$ cat src/rtl/alu_issue_decoder.sv
// alu_issue_decoder
// Decodes RV32I R-type, I-type ALU and B-type instructions into an ALU
// operation. The decoder reads the register file and issues
// {operator, left, right, branch_op} over a valid/ready handshake.
// Pipeline: IDLE (accept and decode) -> READ (capture operands) -> ISSUE (hold until op_ready).
// An unsupported instruction pulses 'illegal' for one cycle. The FSM stays in
// IDLE and every other output keeps its value.
//
// Optional feature: define ALU_ISSUE_ZERO_REG_EN to force any operand read
// from register x0 to zero, regardless of rs1_data/rs2_data.
module alu_issue_decoder (
  input  logic        clk,
  input  logic        rst,
  input  logic        instr_valid,
  input  logic [31:0] instr,
  output logic        instr_ready,
  output logic [4:0]  rs1_addr,
  output logic [4:0]  rs2_addr,
  input  logic [31:0] rs1_data,
  input  logic [31:0] rs2_data,
  output logic [3:0]  operator,
  output logic [31:0] left,
  output logic [31:0] right,
  output logic        op_valid,
  input  logic        op_ready,
  output logic        branch_op,
  output logic        illegal
);

  typedef enum logic [3:0] {
    OP_ADD = 4'b0000,
    OP_SUB = 4'b0001,
    OP_XOR = 4'b0010,
    OP_OR  = 4'b0011,
    OP_AND = 4'b0100,
    OP_SRA = 4'b0101,
    OP_SRL = 4'b0110,
    OP_SLL = 4'b0111,
    OP_LTS = 4'b1000,
    OP_LTU = 4'b1001,
    OP_GES = 4'b1010,
    OP_GEU = 4'b1011,
    OP_EQ  = 4'b1100,
    OP_NE  = 4'b1101
  } alu_op_e;

  typedef enum logic [1:0] {
    IDLE  = 2'd0,
    READ  = 2'd1,
    ISSUE = 2'd2
  } state_e;

  localparam logic [6:0] OPC_R = 7'b0110011;
  localparam logic [6:0] OPC_I = 7'b0010011;
  localparam logic [6:0] OPC_B = 7'b1100011;

  localparam logic [6:0] F7_BASE = 7'b0000000;
  localparam logic [6:0] F7_ALT  = 7'b0100000;

  // Instruction fields
  logic [6:0]  w_opcode;
  logic [2:0]  w_funct3;
  logic [6:0]  w_funct7;
  logic        w_unused_rd;

  // Combinational decode results
  alu_op_e     w_dec_op;
  logic [31:0] w_dec_imm;
  logic        w_dec_use_imm;
  logic        w_dec_branch;
  logic        w_dec_illegal;

  // FSM and control strobes
  state_e      r_state;
  state_e      w_state_next;
  logic        w_accept;
  logic        w_reject;
  logic        w_capture;

  // Registered decode / operand state
  alu_op_e     r_operator;
  logic [31:0] r_imm;
  logic        r_use_imm;
  logic        r_branch_op;
  logic [4:0]  r_rs1_addr;
  logic [4:0]  r_rs2_addr;
  logic [31:0] r_left;
  logic [31:0] r_right;
  logic        r_illegal;

  // Operand sources after optional x0 masking
  logic [31:0] w_rs1_operand;
  logic [31:0] w_rs2_operand;

  assign w_opcode    = instr[6:0];
  assign w_funct3    = instr[14:12];
  assign w_funct7    = instr[31:25];
  // The destination register is not needed to issue an ALU operation.
  assign w_unused_rd = ^instr[11:7];

  // Decode the offered instruction into operator, immediate and legality
  always_comb begin
    // NOTE: every always_comb output gets a default before the case so that
    // no path leaves it unassigned, which would infer a latch.
    w_dec_op      = OP_ADD;
    w_dec_imm     = 32'h0;
    w_dec_use_imm = 1'b0;
    w_dec_branch  = 1'b0;
    w_dec_illegal = 1'b0;

    case (w_opcode)
      OPC_R: begin
        if (w_funct7 == F7_BASE) begin
          case (w_funct3)
            3'b000:  w_dec_op = OP_ADD;
            3'b001:  w_dec_op = OP_SLL;
            3'b010:  w_dec_op = OP_LTS;
            3'b011:  w_dec_op = OP_LTU;
            3'b100:  w_dec_op = OP_XOR;
            3'b101:  w_dec_op = OP_SRL;
            3'b110:  w_dec_op = OP_OR;
            default: w_dec_op = OP_AND;
          endcase
        end else if (w_funct7 == F7_ALT) begin
          case (w_funct3)
            3'b000:  w_dec_op = OP_SUB;
            3'b101:  w_dec_op = OP_SRA;
            default: w_dec_illegal = 1'b1;
          endcase
        end else begin
          w_dec_illegal = 1'b1;
        end
      end

      OPC_I: begin
        w_dec_use_imm = 1'b1;
        w_dec_imm     = {{20{instr[31]}}, instr[31:20]};
        case (w_funct3)
          3'b000: w_dec_op = OP_ADD;
          3'b010: w_dec_op = OP_LTS;
          3'b011: w_dec_op = OP_LTU;
          3'b100: w_dec_op = OP_XOR;
          3'b110: w_dec_op = OP_OR;
          3'b111: w_dec_op = OP_AND;
          3'b001: begin
            // Shift amount is the unsigned shamt field, not the full immediate.
            w_dec_imm = {27'h0, instr[24:20]};
            w_dec_op  = OP_SLL;
            if (w_funct7 != F7_BASE) begin
              w_dec_illegal = 1'b1;
            end
          end
          default: begin
            w_dec_imm = {27'h0, instr[24:20]};
            if (w_funct7 == F7_BASE) begin
              w_dec_op = OP_SRL;
            end else if (w_funct7 == F7_ALT) begin
              w_dec_op = OP_SRA;
            end else begin
              w_dec_illegal = 1'b1;
            end
          end
        endcase
      end

      OPC_B: begin
        w_dec_branch = 1'b1;
        case (w_funct3)
          3'b000:  w_dec_op = OP_EQ;
          3'b001:  w_dec_op = OP_NE;
          3'b100:  w_dec_op = OP_LTS;
          3'b101:  w_dec_op = OP_GES;
          3'b110:  w_dec_op = OP_LTU;
          3'b111:  w_dec_op = OP_GEU;
          default: w_dec_illegal = 1'b1;
        endcase
      end

      default: w_dec_illegal = 1'b1;
    endcase
  end

  // State register; reset abandons any in-flight operation without a transfer
  always_ff @(posedge clk) begin
    // NOTE: sequential state uses non-blocking assignments so that every
    // register samples pre-edge values, independent of block ordering.
    if (rst) begin
      r_state <= IDLE;
    end else begin
      r_state <= w_state_next;
    end
  end

  // Next-state logic and handshake outputs
  always_comb begin
    w_state_next = r_state;
    instr_ready  = 1'b0;
    op_valid     = 1'b0;
    w_accept     = 1'b0;
    w_reject     = 1'b0;
    w_capture    = 1'b0;

    case (r_state)
      IDLE: begin
        instr_ready = 1'b1;
        if (instr_valid) begin
          if (w_dec_illegal) begin
            w_reject = 1'b1;
          end else begin
            w_accept     = 1'b1;
            w_state_next = READ;
          end
        end
      end
      READ: begin
        w_capture    = 1'b1;
        w_state_next = ISSUE;
      end
      ISSUE: begin
        op_valid = 1'b1;
        if (op_ready) begin
          w_state_next = IDLE;
        end
      end
      default: w_state_next = IDLE;
    endcase
  end

`ifdef ALU_ISSUE_ZERO_REG_EN
  assign w_rs1_operand = (r_rs1_addr == 5'd0) ? 32'h0 : rs1_data;
  assign w_rs2_operand = (r_rs2_addr == 5'd0) ? 32'h0 : rs2_data;
`else
  assign w_rs1_operand = rs1_data;
  assign w_rs2_operand = rs2_data;
`endif

  // Decode capture on accept, operand capture in READ, illegal pulse on reject
  always_ff @(posedge clk) begin
    // NOTE: these are a handful of datapath flops, not a memory, so all of
    // them take the reset and the outputs have a defined value after reset.
    if (rst) begin
      r_operator  <= OP_ADD;
      r_imm       <= 32'h0;
      r_use_imm   <= 1'b0;
      r_branch_op <= 1'b0;
      r_rs1_addr  <= 5'd0;
      r_rs2_addr  <= 5'd0;
      r_left      <= 32'h0;
      r_right     <= 32'h0;
      r_illegal   <= 1'b0;
    end else begin
      r_illegal <= w_reject;

      if (w_accept) begin
        r_operator  <= w_dec_op;
        r_imm       <= w_dec_imm;
        r_use_imm   <= w_dec_use_imm;
        r_branch_op <= w_dec_branch;
        r_rs1_addr  <= instr[19:15];
        r_rs2_addr  <= instr[24:20];
      end

      if (w_capture) begin
        r_left  <= w_rs1_operand;
        r_right <= r_use_imm ? r_imm : w_rs2_operand;
      end
    end
  end

  assign rs1_addr  = r_rs1_addr;
  assign rs2_addr  = r_rs2_addr;
  assign operator  = r_operator;
  assign left      = r_left;
  assign right     = r_right;
  assign branch_op = r_branch_op;
  assign illegal   = r_illegal;

endmodule
$ cat config.mk
export PLATFORM = sky130hd
export DESIGN_NAME = alu_issue_decoder
export DESIGN_NICKNAME = d
export VERILOG_FILES = /design/src/rtl/alu_issue_decoder.sv
export SDC_FILE = /design/constraint.sdc
export NUM_CORES = 1
export LEC_CHECK = 0
export CAP_MARGIN = 20
export CORE_MARGIN = 2
export CORE_UTILIZATION = 41
export DETAILED_ROUTE_END_ITERATION = 10
export PLACE_DENSITY = 0.8
export SYNTH_ARGS = -nofsm -noshare
export SYNTH_HDL_FRONTEND = slang
export SYNTH_SLANG_ARGS = --single-unit
$ cat constraint.sdc
create_clock -name clk -period 2.2 [get_ports clk]
set_input_delay 0.44 -clock clk [delete_from_list [all_inputs] [get_ports clk]]
set_output_delay 0.44 -clock clk [all_outputs]
set_load 0.01 [all_outputs]
==> results of run 1 <==
-- cell families after synthesis --
group / after synthesis
simple gates: 199
compound gates: 127
flops: 95
buf+inv: 44
mux: 12
xor+xnor: 1
-- report_power, final --
| part | switching (uW) | internal, uW |
|---|---|---|
| sequential | 3.47 | 1720 |
| combinational | 130 | 224 |
| clock | 617 | 535 |
-- flip-flops by register name (all words and copies together) (netlist names) --
register	count
operator	4
branch_op	1
rs2_addr	5
rs1_addr	5
r_use_imm	1
illegal	1
left	32
right	32
r_imm	12
r_state	2
-- placed cells by master, fill, tap and decap left out, types with 2 or more instances in the layout --
| master | instances |
|---|---|
| nand3_1 | 14 |
| o21ai_0 | 12 |
| nor4bb_1 | 2 |
| buf_12 | 3 |
| or4_1 | 2 |
| nand2_1 | 74 |
| o22ai_1 | 21 |
| nand2b_1 | 11 |
| a311oi_1 | 2 |
| clkbuf_8 | 9 |
| nor2b_1 | 26 |
| a21oi_1 | 57 |
| inv_6 | 2 |
| mux2i_1 | 11 |
| nor2_1 | 40 |
| o21ai_1 | 16 |
| dfxtp_1 | 95 |
| a211oi_1 | 12 |
| nand4_1 | 15 |
| clkdlybuf4s50_1 | 175 |
| buf_4 | 31 |
-- final cells by class --
class,instances,area [sq um],area share
Timing Repair Buffer,209,2040,0.331
Sequential cell,95,1900,0.308
Inverter,2,7.51,0.00121
Clock inverter,6,68.8,0.0111
Clock buffer,10,128,0.0206
Tap cell,129,161,0.0261
Multi-Input combinational cell,339,1870,0.303
-- worst max path at each step --
stage	from	slack (ps)	cells after the start	to
global placement	instr[25]	-240	6	operator[0]
finish	instr[25]	80	7	operator[1]
global route	instr[25]	30	7	operator[1]
detailed placement	instr[25]	-270	6	operator[0]
floorplan	instr[25]	290	5	operator[0]
CTS	instr[25]	100	6	operator[0]
-- metal layers --
layer | GRT usage | share of wire | vias to the layer above
met3 | 0.0335 | 0.056 | 16
met4 | 0.0656 | 0.014 | 0
li1 | - | - | 2021
met5 | 0 | 0 | -
met1 | 0.265 | 0.42 | 1851
met2 | 0.385 | 0.51 | 130
-- worst reg2reg max path, stage by stage, from the launching register on --
cell and delay [ps]:
dfxtp_1 390, nor2b_4 170, nand2_1 450, o22ai_1 340, nor2_1 60
-- per-stage QoR --
step / instances / setup slack, ps / instance area (sq um)
floorplan: 478 / 292 / 3940
CTS: 790 / 101 / 6180
detailed placement: 774 / -270 / 5990
global placement: 774 / -239 / 5990
finish: 790 / 80.9 / 6180
global route: 790 / 27.8 / 6180
==> reports/qor.csv, run 1 <==
stage,metric,value,unit
run_status,run status,"complete, no violations",
synth,count of cell types in the netlist,45,
synth,number of flip-flops and latches in the synthesized netlist,95,
min_path,hold wc startpoint,left[11],
global_route,maximum number of pins on one net before global-route repair,54,
synth,Post-Syn Area per Cell,8.24,sq um
critical_path,critical register-to-register path startpoint,r_state[0],
detailed_routing,Routed Wire Length,11600,um
finish,area overhead of the layout relative to synthesis,56.9,%
timing,final period utilization,0.963,
clock_network,H-tree lvl count,3,
synth,"top cells by area, synth","dfxtp_1 (48%), a21oi_1 (7.2%), nand2_1 (7.0%)",
timing,achievable clock frequency,472,MHz
place,count of input and output buffers,176,
detailed_routing,Antenna Violating Nets Remaining,0,
critical_path,kind of launch point of the worst setup path,input pin,
detailed_routing,routed len/inst,14.7,um
detailed_routing,average via count per standard cell,5.09,
global_route,Overflow after GRT,0,
power,power after layout,3230,uW
timing,endpoints failing hold,0,
synth,"Cell Area, Synth",0.00394,sq mm
global_route,initial antenna violation count,0,
clock_network,post-CTS setup repair buffer count,0,
clock_network,clock insertion delay at the later pin of the skew report,350,ps
detailed_routing,Iter 0 DRT Violations,92,
synth,area fraction in compound gates after synthesis,0.186,
clock_network,TritonCTS clock tree,yes,
synth,area share of the largest cell type after synthesis,0.483,
critical_path,worst setup path class,input pin to flop,
power,Static Leakage,0.00209,uW
critical_path,critical path peak fanout,2,
synth,share of the yosys chip area belonging to registers,0.483,
place,GP Congestion,0.894,
critical_path,critical path's slowest cell,clkdlybuf4s50_1,
clock_network,Sink Count,95,
detailed_routing,routed via count,4018,
synth,largest family of logic cells by synthesized area,simple AND/OR/NAND/NOR gates,
floorplanning,Die Span X,102,um
global_route,GRT Resource Usage Total,0.215,
timing,Worst Hold Slack,457,ps
floorplanning,Initial Util,0.424,
synth,"Async S/R FF share, synth",0,
clock_network,clock transition time at the flip-flop clock pins of the worst setup and hold paths,100,ps
finish,final standard cell utilization of the core,0.666,
critical_path,reg-to-reg setup timing slack,680,ps
critical_path,series of cell instances along the critical path,clkdlybuf4s50_1 -> nor4_4 -> buf_4 -> nand3_1 -> a211oi_1 -> o21ai_0 -> a311oi_1,
floorplanning,number of standard-cell rows in the floorplan,35,
job,number of maximum-capacitance constraint violations,0,
synth,list of most frequent post-synthesis cells,"dfxtp_1 (95), nand2_1 (74), a21oi_1 (57)",
floorplanning,Boundary Pins,182,
critical_path,crit path DAT,2370,ps
timing,max-slew violation count,0,
timing,Max transition margin,0.499,
global_route,vias in the first global route,3771,
synth,synthesized instance count,478,
floorplanning,total core area,0.00928,sq mm
global_route,first-pass GRT wire length,17900,um
finish,number of diodes added for antenna fixing,0,
synth,post-synth top area cell,dfxtp_1,
clock_network,buffer type at the clock tree root,clkbuf_8,
power,worst IR drop on VDD,0.328,mV
critical_path,FF-to-FF End,right[22],
clock_network,number of hold buffers added after cts,0,
min_path,worst hold path type,flop to flop,
clock_network,post-cts resize count,0,
critical_path,CP max stage delay,470,ps
clock_network,number of buffers added by the clock tree synthesis step,9,
floorplanning,die area,0.0104,sq mm
critical_path,crit path buf inv count,2,
timing,min Tclk post-route,2120,ps
detailed_routing,router iterations before antenna repair,4,
synth,"Net Count, Synth",578,
critical_path,crit end category,flop,
critical_path,worst-case reg-to-reg path depth,4,
synth,cell with the most instances after synthesis,dfxtp_1,
timing,setup violation total in the final timing report,0,
critical_path,top cell family by delay on the critical path,compound AO/OA/AOI/OAI gates,
synth,number of enable-type register cells in the synthesized netlist,0,
timing,actual slew at the worst max-slew pin,750,ps
synth,fraction of synthesized cell area in xor and xnor cells,0.00222,
synth,mux cell area share after synthesis,0.0308,
place,Post-DP HPWL,8510,um
finish,fraction of final layout cells with drive strength greater than 1,0.0908,
timing,Total Neg Setup Slack,0,ps
finish,net total in the final layout,756,
floorplanning,Die H,102,um
synth,Post-Synth Simple-Gate Area,0.254,
finish,filler instances,811,
min_path,Hold Path Sink,left[11],
power,power density of the placed cells,523,mW/mm^2
synth,adder-cell share of the synthesized area,0,
timing,worst clock skew,11.3,ps
min_path,number of cells on the worst hold path,2,
timing,RSZ-0062 raised after global routing,false,
critical_path,Crit path required time,2450,ps
detailed_routing,count of unresolved DRC violations after routing,0,
synth,primary flip-flop cell chosen by synthesis mapping,dfxtp_1,
synth,number of warnings printed during yosys synthesis,0,
clock_network,worst-case clock buffer depth,2,
(Power assumes the default switching activity.)
==> run 2: changes to the inputs <==
--- a/config.mk
+++ b/config.mk
@@ -9,7 +9,8 @@
 export CORE_MARGIN = 2
 export CORE_UTILIZATION = 41
 export DETAILED_ROUTE_END_ITERATION = 10
-export PLACE_DENSITY = 0.8
+export PLACE_DENSITY = 0.86
 export SYNTH_ARGS = -nofsm -noshare
 export SYNTH_HDL_FRONTEND = slang
 export SYNTH_SLANG_ARGS = --single-unit
+export TNS_END_PERCENT = 30
==> constraint.sdc (replaced) <==
create_clock -name clk -period 2.4 [get_ports clk]
set_input_delay 0.48 -clock clk [delete_from_list [all_inputs] [get_ports clk]]
set_output_delay 0.48 -clock clk [all_outputs]
set_load 0.01 [all_outputs]
==> run 2 against run 1 <==
Against the previous run:
- utilization decreased by 0.51 points
- sequential power is 9% lower
- clock skew rose by 4.4 ps
- worst setup slack gained 160 ps
- register-to-register slack worse by 200 ps
==> reports/qor.csv, run 2 (same netlist as run 1, synthesis figures left out) <==
stage,metric,value,unit,change
detailed_routing,count of unresolved DRC violations after routing,0,,unchanged
detailed_routing,Routed Wire Length,11300,um,"was 11,600 um"
timing,Max transition margin,0.522,,was 0.499
place,GP Congestion,0.869,,was 0.894
finish,area overhead of the layout relative to synthesis,55.7,%,was 56.9%
clock_network,number of buffers added by the clock tree synthesis step,9,,unchanged
critical_path,CP max stage delay,610,ps,was 470 ps
finish,net total in the final layout,752,,was 756
critical_path,reg-to-reg setup timing slack,480,ps,was 680 ps
critical_path,FF-to-FF End,right[17],,was right[22]
power,Static Leakage,0.00207,uW,was 0.00209 uW
finish,number of diodes added for antenna fixing,0,,unchanged
detailed_routing,Antenna Violating Nets Remaining,0,,unchanged
critical_path,top cell family by delay on the critical path,simple AND/OR/NAND/NOR gates,,was compound AO/OA/AOI/OAI gates
clock_network,post-cts resize count,0,,unchanged
detailed_routing,routed len/inst,14.3,um,was 14.7 um
critical_path,kind of launch point of the worst setup path,input pin,,unchanged
global_route,GRT Resource Usage Total,0.211,,was 0.215
timing,post-route setup slack,239,ps,was 80.9 ps
finish,"number of standard cells in the layout, taps in and fillers out",785,,was 790
critical_path,critical register-to-register path startpoint,r_state[0],,unchanged
place,instance area after placement,0.00593,sq mm,was 0.00599 sq mm
job,number of maximum-capacitance constraint violations,0,,unchanged
clock_network,Sink Count,95,,unchanged
place,count of input and output buffers,176,,unchanged
floorplanning,number of standard-cell rows in the floorplan,35,,unchanged
finish,fraction of final layout cells with drive strength greater than 1,0.0854,,was 0.0908
critical_path,worst-case reg-to-reg path depth,4,,unchanged
min_path,number of cells on the worst hold path,2,,unchanged
clock_network,number of hold buffers added after cts,0,,unchanged
floorplanning,total core area,0.00928,sq mm,unchanged
critical_path,critical path's slowest cell,clkdlybuf4s50_1,,unchanged
timing,actual slew at the worst max-slew pin,715,ps,was 750 ps
timing,RSZ-0062 raised after global routing,false,,unchanged
global_route,initial antenna violation count,0,,unchanged
place,number of cells after detailed placement,770,,was 774
floorplanning,die area,0.0104,sq mm,unchanged
critical_path,critical path peak fanout,7,,was 2
global_route,vias in the first global route,3926,,"was 3,771"
min_path,worst hold path type,flop to flop,,unchanged
finish,"most common cell after layout, fill and taps aside",clkdlybuf4s50_1,,unchanged
detailed_routing,router iterations before antenna repair,4,,unchanged
clock_network,H-tree lvl count,3,,unchanged
critical_path,Crit path required time,2660,ps,was 2450 ps
critical_path,crit path DAT,2420,ps,was 2370 ps
floorplanning,Boundary Pins,182,,unchanged
clock_network,clock transition time at the flip-flop clock pins of the worst setup and hold paths,100,ps,about the same
min_path,Hold Path Sink,left[23],,was left[11]
timing,min Tclk post-route,2160,ps,
critical_path,crit path buf inv count,1,,was 2
min_path,hold wc startpoint,left[23],,was left[11]
floorplanning,Die H,102,um,unchanged
timing,setup violation total in the final timing report,0,,unchanged
power,power density of the placed cells,484,mW/mm^2,was 523 mW/mm^2
critical_path,series of cell instances along the critical path,clkdlybuf4s50_1 -> nor2b_1 -> a22oi_1 -> or4_1 -> a32o_2 -> a311oi_2,,was clkdlybuf4s50_1 -> nor4_4 -> buf_4 -> nand3_1 -> a211oi_1 -> o21ai_0 -> a311oi_1
clock_network,post-CTS setup repair buffer count,0,,unchanged
timing,endpoints failing hold,0,,unchanged
global_route,Overflow after GRT,0,,unchanged
timing,final period utilization,0.900,,
clock_network,clock insertion delay at the later pin of the skew report,350,ps,about the same
finish,filler instances,781,,was 811
timing,achievable clock frequency,463,MHz,
detailed_routing,average via count per standard cell,5.18,,was 5.09
finish,"leading cell types in the layout, fill and taps excluded","clkdlybuf4s50_1 (175), dfxtp_1 (95), nand2_1 (74)",,unchanged
floorplanning,Initial Util,0.424,,unchanged
place,dpl ws,-97.1,ps,was -270 ps
power,worst IR drop on VDD,0.325,mV,was 0.328 mV
clock_network,worst-case clock buffer depth,2,,unchanged
place,Post-DP HPWL,8320,um,was 8510 um
critical_path,worst setup path class,input pin to flop,,unchanged
detailed_routing,routed via count,4065,,"was 4,018"
timing,worst clock skew,15.7,ps,was 11.3 ps
finish,Layout Cell Area excl Fill,0.00614,sq mm,was 0.00618 sq mm
timing,Total Neg Setup Slack,0,ps,unchanged
global_route,maximum number of pins on one net before global-route repair,49,,was 54
detailed_routing,Iter 0 DRT Violations,123,,was 92
clock_network,TritonCTS clock tree,yes,,unchanged
critical_path,crit end category,flop,,unchanged
timing,max-slew violation count,0,,unchanged
global_route,first-pass GRT wire length,17700,um,"was 17,900 um"
floorplanning,Die Span X,102,um,unchanged
run_status,run status,"complete, no violations",,unchanged
clock_network,buffer type at the clock tree root,clkbuf_8,,unchanged
-- run 2: cell count changes in the layout (fill, tap and decap cells not counted), sizes merged --
| cell | before | now |
|---|---|---|
| buf | 34 | 30 |
| clkinv | 2 | 1 |
-- run 2: worst min-delay path, cell delays in order (launching register included) --
cell and delay, ps:
dfxtp_1 320, nand2_1 50, a21oi_1 50
-- run 2: worst max-delay path by stage --
stage	startpoint	endpoint	slack [ps]	cells past startpoint
3_5_place_dp	instr[25]	operator[0]	-100	6
4_1_cts	instr[12]	operator[0]	280	6
6_report	instr[12]	operator[0]	240	6
3_3_place_gp	instr[25]	operator[0]	-40	6
5_1_grt	instr[12]	operator[0]	180	6
2_1_floorplan	instr[25]	operator[0]	450	5
-- run 2: power breakdown --
group          switching, uW  internal, uW  total, uW  leakage (uW)
Clock                    551           518       1070      0.000101
Combinational            117           201        317       0.00120
Sequential              3.02          1580       1580      0.000765
-- run 2: cell type report --
type / count / area (sq um) / share of cell area
repair buffers: 205 / 1990 / 0.324
flip-flops and latches: 95 / 1900 / 0.310
multi-input cells: 339 / 1870 / 0.305
well taps: 129 / 161 / 0.0263
clock buffers: 10 / 138 / 0.0224
clock inverters: 5 / 66.3 / 0.0108
inverters: 2 / 7.51 / 0.00122
-- run 2: metal layers --
layer / GRT usage / share of wire / wire (um)
met1: 0.243 / 0.40 / 4550
met2: 0.370 / 0.49 / 5520
met3: 0.0705 / 0.083 / 938
met4: 0.0667 / 0.022 / 247
met5: 0 / 0 / 0
-- run 2: per-stage QoR --
stage,hold WS [ps],util,total power [uW]
floorplan,441,-,1730
CTS,461,0.661,3000
global placement,442,0.639,1930
global route,484,0.661,3090
detailed placement,446,0.639,1940
finish,458,0.661,2970
==> run 3: changes to the inputs <==
--- a/config.mk
+++ b/config.mk
@@ -5,11 +5,12 @@
 export SDC_FILE = /design/constraint.sdc
 export NUM_CORES = 1
 export LEC_CHECK = 0
+export ABC_AREA = 1
 export CAP_MARGIN = 20
 export CORE_MARGIN = 2
-export CORE_UTILIZATION = 41
+export CORE_UTILIZATION = 45
 export DETAILED_ROUTE_END_ITERATION = 10
-export PLACE_DENSITY = 0.86
+export PLACE_DENSITY = 0.92
 export SYNTH_ARGS = -nofsm -noshare
 export SYNTH_HDL_FRONTEND = slang
 export SYNTH_SLANG_ARGS = --single-unit
==> constraint.sdc (replaced) <==
create_clock -name clk -period 2.6 [get_ports clk]
set_input_delay 0.52 -clock clk [delete_from_list [all_inputs] [get_ports clk]]
set_output_delay 0.52 -clock clk [all_outputs]
set_load 0.01 [all_outputs]
==> run 3 against run 2 <==
Against the previous run:
- final cell count is 3.2% higher
- hold slack better by 13 ps
- design area fell by 3.2%
- largest cell class is now flip-flops and latches
- flip-flop and latch count unchanged
- clock skew decreased by 3.6 ps
- synthesized area is 0.44% higher
- non-clock buffer count fell by 22
==> reports/qor.csv, run 3 <==
stage,metric,value,unit,change
critical_path,startpoint of the most critical setup path,instr[29],,was instr[12]
power,power density of the placed cells,467,mW/mm^2,was 484 mW/mm^2
place,GP Congestion,0.925,,was 0.869
finish,"number of standard cells in the layout, taps in and fillers out",810,,was 785
global_route,Overflow after GRT,0,,unchanged
global_route,initial antenna violation count,0,,unchanged
detailed_routing,routed via count,4227,,"was 4,065"
synth,synthesized instance count,543,,was 478
finish,net total in the final layout,799,,was 752
synth,number of enable-type register cells in the synthesized netlist,0,,unchanged
timing,post-route setup slack,504,ps,was 239 ps
detailed_routing,router iterations before antenna repair,5,,was 4
detailed_routing,Iter 0 DRT Violations,236,,was 123
place,dpl ws,190,ps,was -97.1 ps
detailed_routing,Routed Wire Length,11700,um,"was 11,300 um"
synth,"Net Count, Synth",643,,was 578
clock_network,post-CTS setup repair buffer count,0,,unchanged
critical_path,critical register-to-register path startpoint,r_state[1],,was r_state[0]
critical_path,critical path peak fanout,33,,was 7
timing,setup violation total in the final timing report,0,,unchanged
clock_network,number of buffers added by the clock tree synthesis step,9,,unchanged
timing,actual slew at the worst max-slew pin,964,ps,was 715 ps
global_route,maximum number of pins on one net before global-route repair,70,,was 49
floorplanning,Boundary Pins,182,,unchanged
timing,endpoints failing hold,0,,unchanged
global_route,vias in the first global route,4025,,"was 3,926"
timing,Worst Hold Slack,472,ps,was 458 ps
timing,min Tclk post-route,2100,ps,
critical_path,worst-case reg-to-reg path depth,5,,was 4
floorplanning,die area,0.00956,sq mm,was 0.0104 sq mm
synth,"Cell Area, Synth",0.00396,sq mm,was 0.00394 sq mm
finish,Reg area,0.00190,sq mm,unchanged
place,Post-DP HPWL,8270,um,was 8320 um
floorplanning,Die Span X,97.8,um,was 102 um
critical_path,FF-to-FF End,right[13],,was right[17]
critical_path,Crit path required time,2890,ps,was 2660 ps
synth,"Async S/R FF share, synth",0,,unchanged
detailed_routing,Antenna Violating Nets Remaining,0,,unchanged
floorplanning,number of standard-cell rows in the floorplan,34,,was 35
synth,share of the yosys chip area belonging to registers,0.481,,was 0.483
synth,cell with the most instances after synthesis,nor2_1,,was dfxtp_1
timing,worst clock skew,12.1,ps,was 15.7 ps
job,number of maximum-capacitance constraint violations,0,,unchanged
floorplanning,Initial Util,0.458,,was 0.424
power,worst IR drop on VDD,0.324,mV,was 0.325 mV
floorplanning,Die H,97.8,um,was 102 um
critical_path,reg-to-reg setup timing slack,920,ps,was 480 ps
finish,fraction of final layout cells with drive strength greater than 1,0.0499,,was 0.0854
finish,filler instances,734,,was 781
finish,"most common cell after layout, fill and taps aside",clkdlybuf4s50_1,,unchanged
global_route,first-pass GRT wire length,19000,um,"was 17,700 um"
synth,number of warnings printed during yosys synthesis,0,,unchanged
critical_path,crit end category,flop,,unchanged
timing,RSZ-0062 raised after global routing,false,,unchanged
synth,number of flip-flops and latches in the synthesized netlist,95,,unchanged
clock_network,clock insertion delay at the later pin of the skew report,350,ps,about the same
synth,list of most frequent post-synthesis cells,"nor2_1 (98), nand2_1 (96), dfxtp_1 (95)",,"was dfxtp_1 (95), nand2_1 (74), a21oi_1 (57)"
clock_network,buffer type at the clock tree root,clkbuf_8,,unchanged
clock_network,number of hold buffers added after cts,0,,unchanged
finish,area occupied by multi-input gates,0.00178,sq mm,was 0.00187 sq mm
synth,"top cells by area, synth","dfxtp_1 (48%), nor2_1 (9.3%), nand2_1 (9.1%)",,"was dfxtp_1 (48%), a21oi_1 (7.2%), nand2_1 (7.0%)"
power,Static Leakage,0.00236,uW,was 0.00207 uW
synth,count of cell types in the netlist,23,,was 45
critical_path,capturing instance or port of the critical path,operator[1],,was operator[0]
finish,number of diodes added for antenna fixing,0,,unchanged
timing,Total Neg Setup Slack,0,ps,unchanged
power,power after layout,2780,uW,was 2970 uW
synth,Post-Syn Area per Cell,7.29,sq um,was 8.24 sq um
clock_network,clock transition time at the flip-flop clock pins of the worst setup and hold paths,90,ps,was 100 ps
timing,final period utilization,0.806,,
clock_network,post-cts resize count,0,,unchanged
detailed_routing,count of unresolved DRC violations after routing,0,,unchanged
clock_network,worst-case clock buffer depth,2,,unchanged
place,count of input and output buffers,176,,unchanged
timing,Max transition margin,0.356,,was 0.522
min_path,worst hold path type,flop to flop,,unchanged
run_status,run status,"complete, no violations",,unchanged
clock_network,H-tree lvl count,3,,unchanged
detailed_routing,routed len/inst,14.5,um,was 14.3 um
global_route,GRT Resource Usage Total,0.237,,was 0.211
synth,primary flip-flop cell chosen by synthesis mapping,dfxtp_1,,unchanged
synth,area share of the largest cell type after synthesis,0.481,,was 0.483
clock_network,TritonCTS clock tree,yes,,unchanged
critical_path,crit path DAT,2380,ps,was 2420 ps
clock_network,Sink Count,95,,unchanged
synth,post-synth top area cell,dfxtp_1,,unchanged
critical_path,kind of launch point of the worst setup path,input pin,,unchanged
timing,achievable clock frequency,477,MHz,
floorplanning,total core area,0.00864,sq mm,was 0.00928 sq mm
finish,"leading cell types in the layout, fill and taps excluded","clkdlybuf4s50_1 (176), nor2_1 (97), nand2_1 (96)",,"was clkdlybuf4s50_1 (175), dfxtp_1 (95), nand2_1 (74)"
detailed_routing,average via count per standard cell,5.22,,was 5.18
timing,max-slew violation count,0,,unchanged
critical_path,worst setup path class,input pin to flop,,unchanged
finish,area overhead of the layout relative to synthesis,50.1,%,was 55.7%
place,number of cells after detailed placement,796,,was 770
[run 3: cell families after synthesis]
| family | count (synthesis) | synth area share |
|---|---|---|
| buf+inv | 66 | 0.0740 |
| simple gates | 241 | 0.267 |
| compound gates | 141 | 0.178 |
| flops | 95 | 0.481 |
[run 3: routing by layer]
metal	global-route usage	share of wire	vias to the layer above
li1	-	-	2100
met3	0.0472	0.065	8
met1	0.301	0.42	1955
met5	0	0	-
met4	0.0684	0.0077	0
met2	0.412	0.51	164
[run 3: critical path, cell delays in order]
cell	delay (ps)
clkdlybuf4s50_1	480
or2_4	290
nor2_4	140
nand2_1	80
nand2_2	90
nand4_4	400
nand2_1	200
nand2_1	70
nor2_1	100
[run 3: metrics by stage]
step           utilization  cell area [sq um]
6_report             0.688               5940
2_1_floorplan            -               3960
3_5_place_dp         0.664               5730
3_3_place_gp         0.664               5730
5_1_grt              0.688               5940
4_1_cts              0.688               5940
[run 3: power breakdown]
part / switching [uW] / internal [uW] / total (uW) / leakage, uW
sequential: 4.31 / 1460 / 1470 / 0.000766
clock: 507 / 535 / 1040 / 0.0000978
combinational: 105 / 163 / 268 / 0.00150
total: 616 / 2160 / 2780 / 0.00236
[run 3: worst min-delay path by stage]
stage,start,to,slack [ps],cells past startpoint
finish,branch_op,branch_op,470,2
global route,r_imm[1],right[1],500,2
CTS,r_imm[8],r_imm[8],470,2
detailed placement,r_imm[8],r_imm[8],460,2
global placement,rs2_addr[3],rs2_addr[3],450,2
floorplan,r_imm[0],right[0],440,2
[run 3: layout make-up]
class                      count  area share
multi-input combinational    382       0.299
clock buffer                   9      0.0208
sequential                    95       0.320
timing repair buffer         183       0.305
tap                          108      0.0227
inverter                      28      0.0179
clock inverter                 5      0.0141
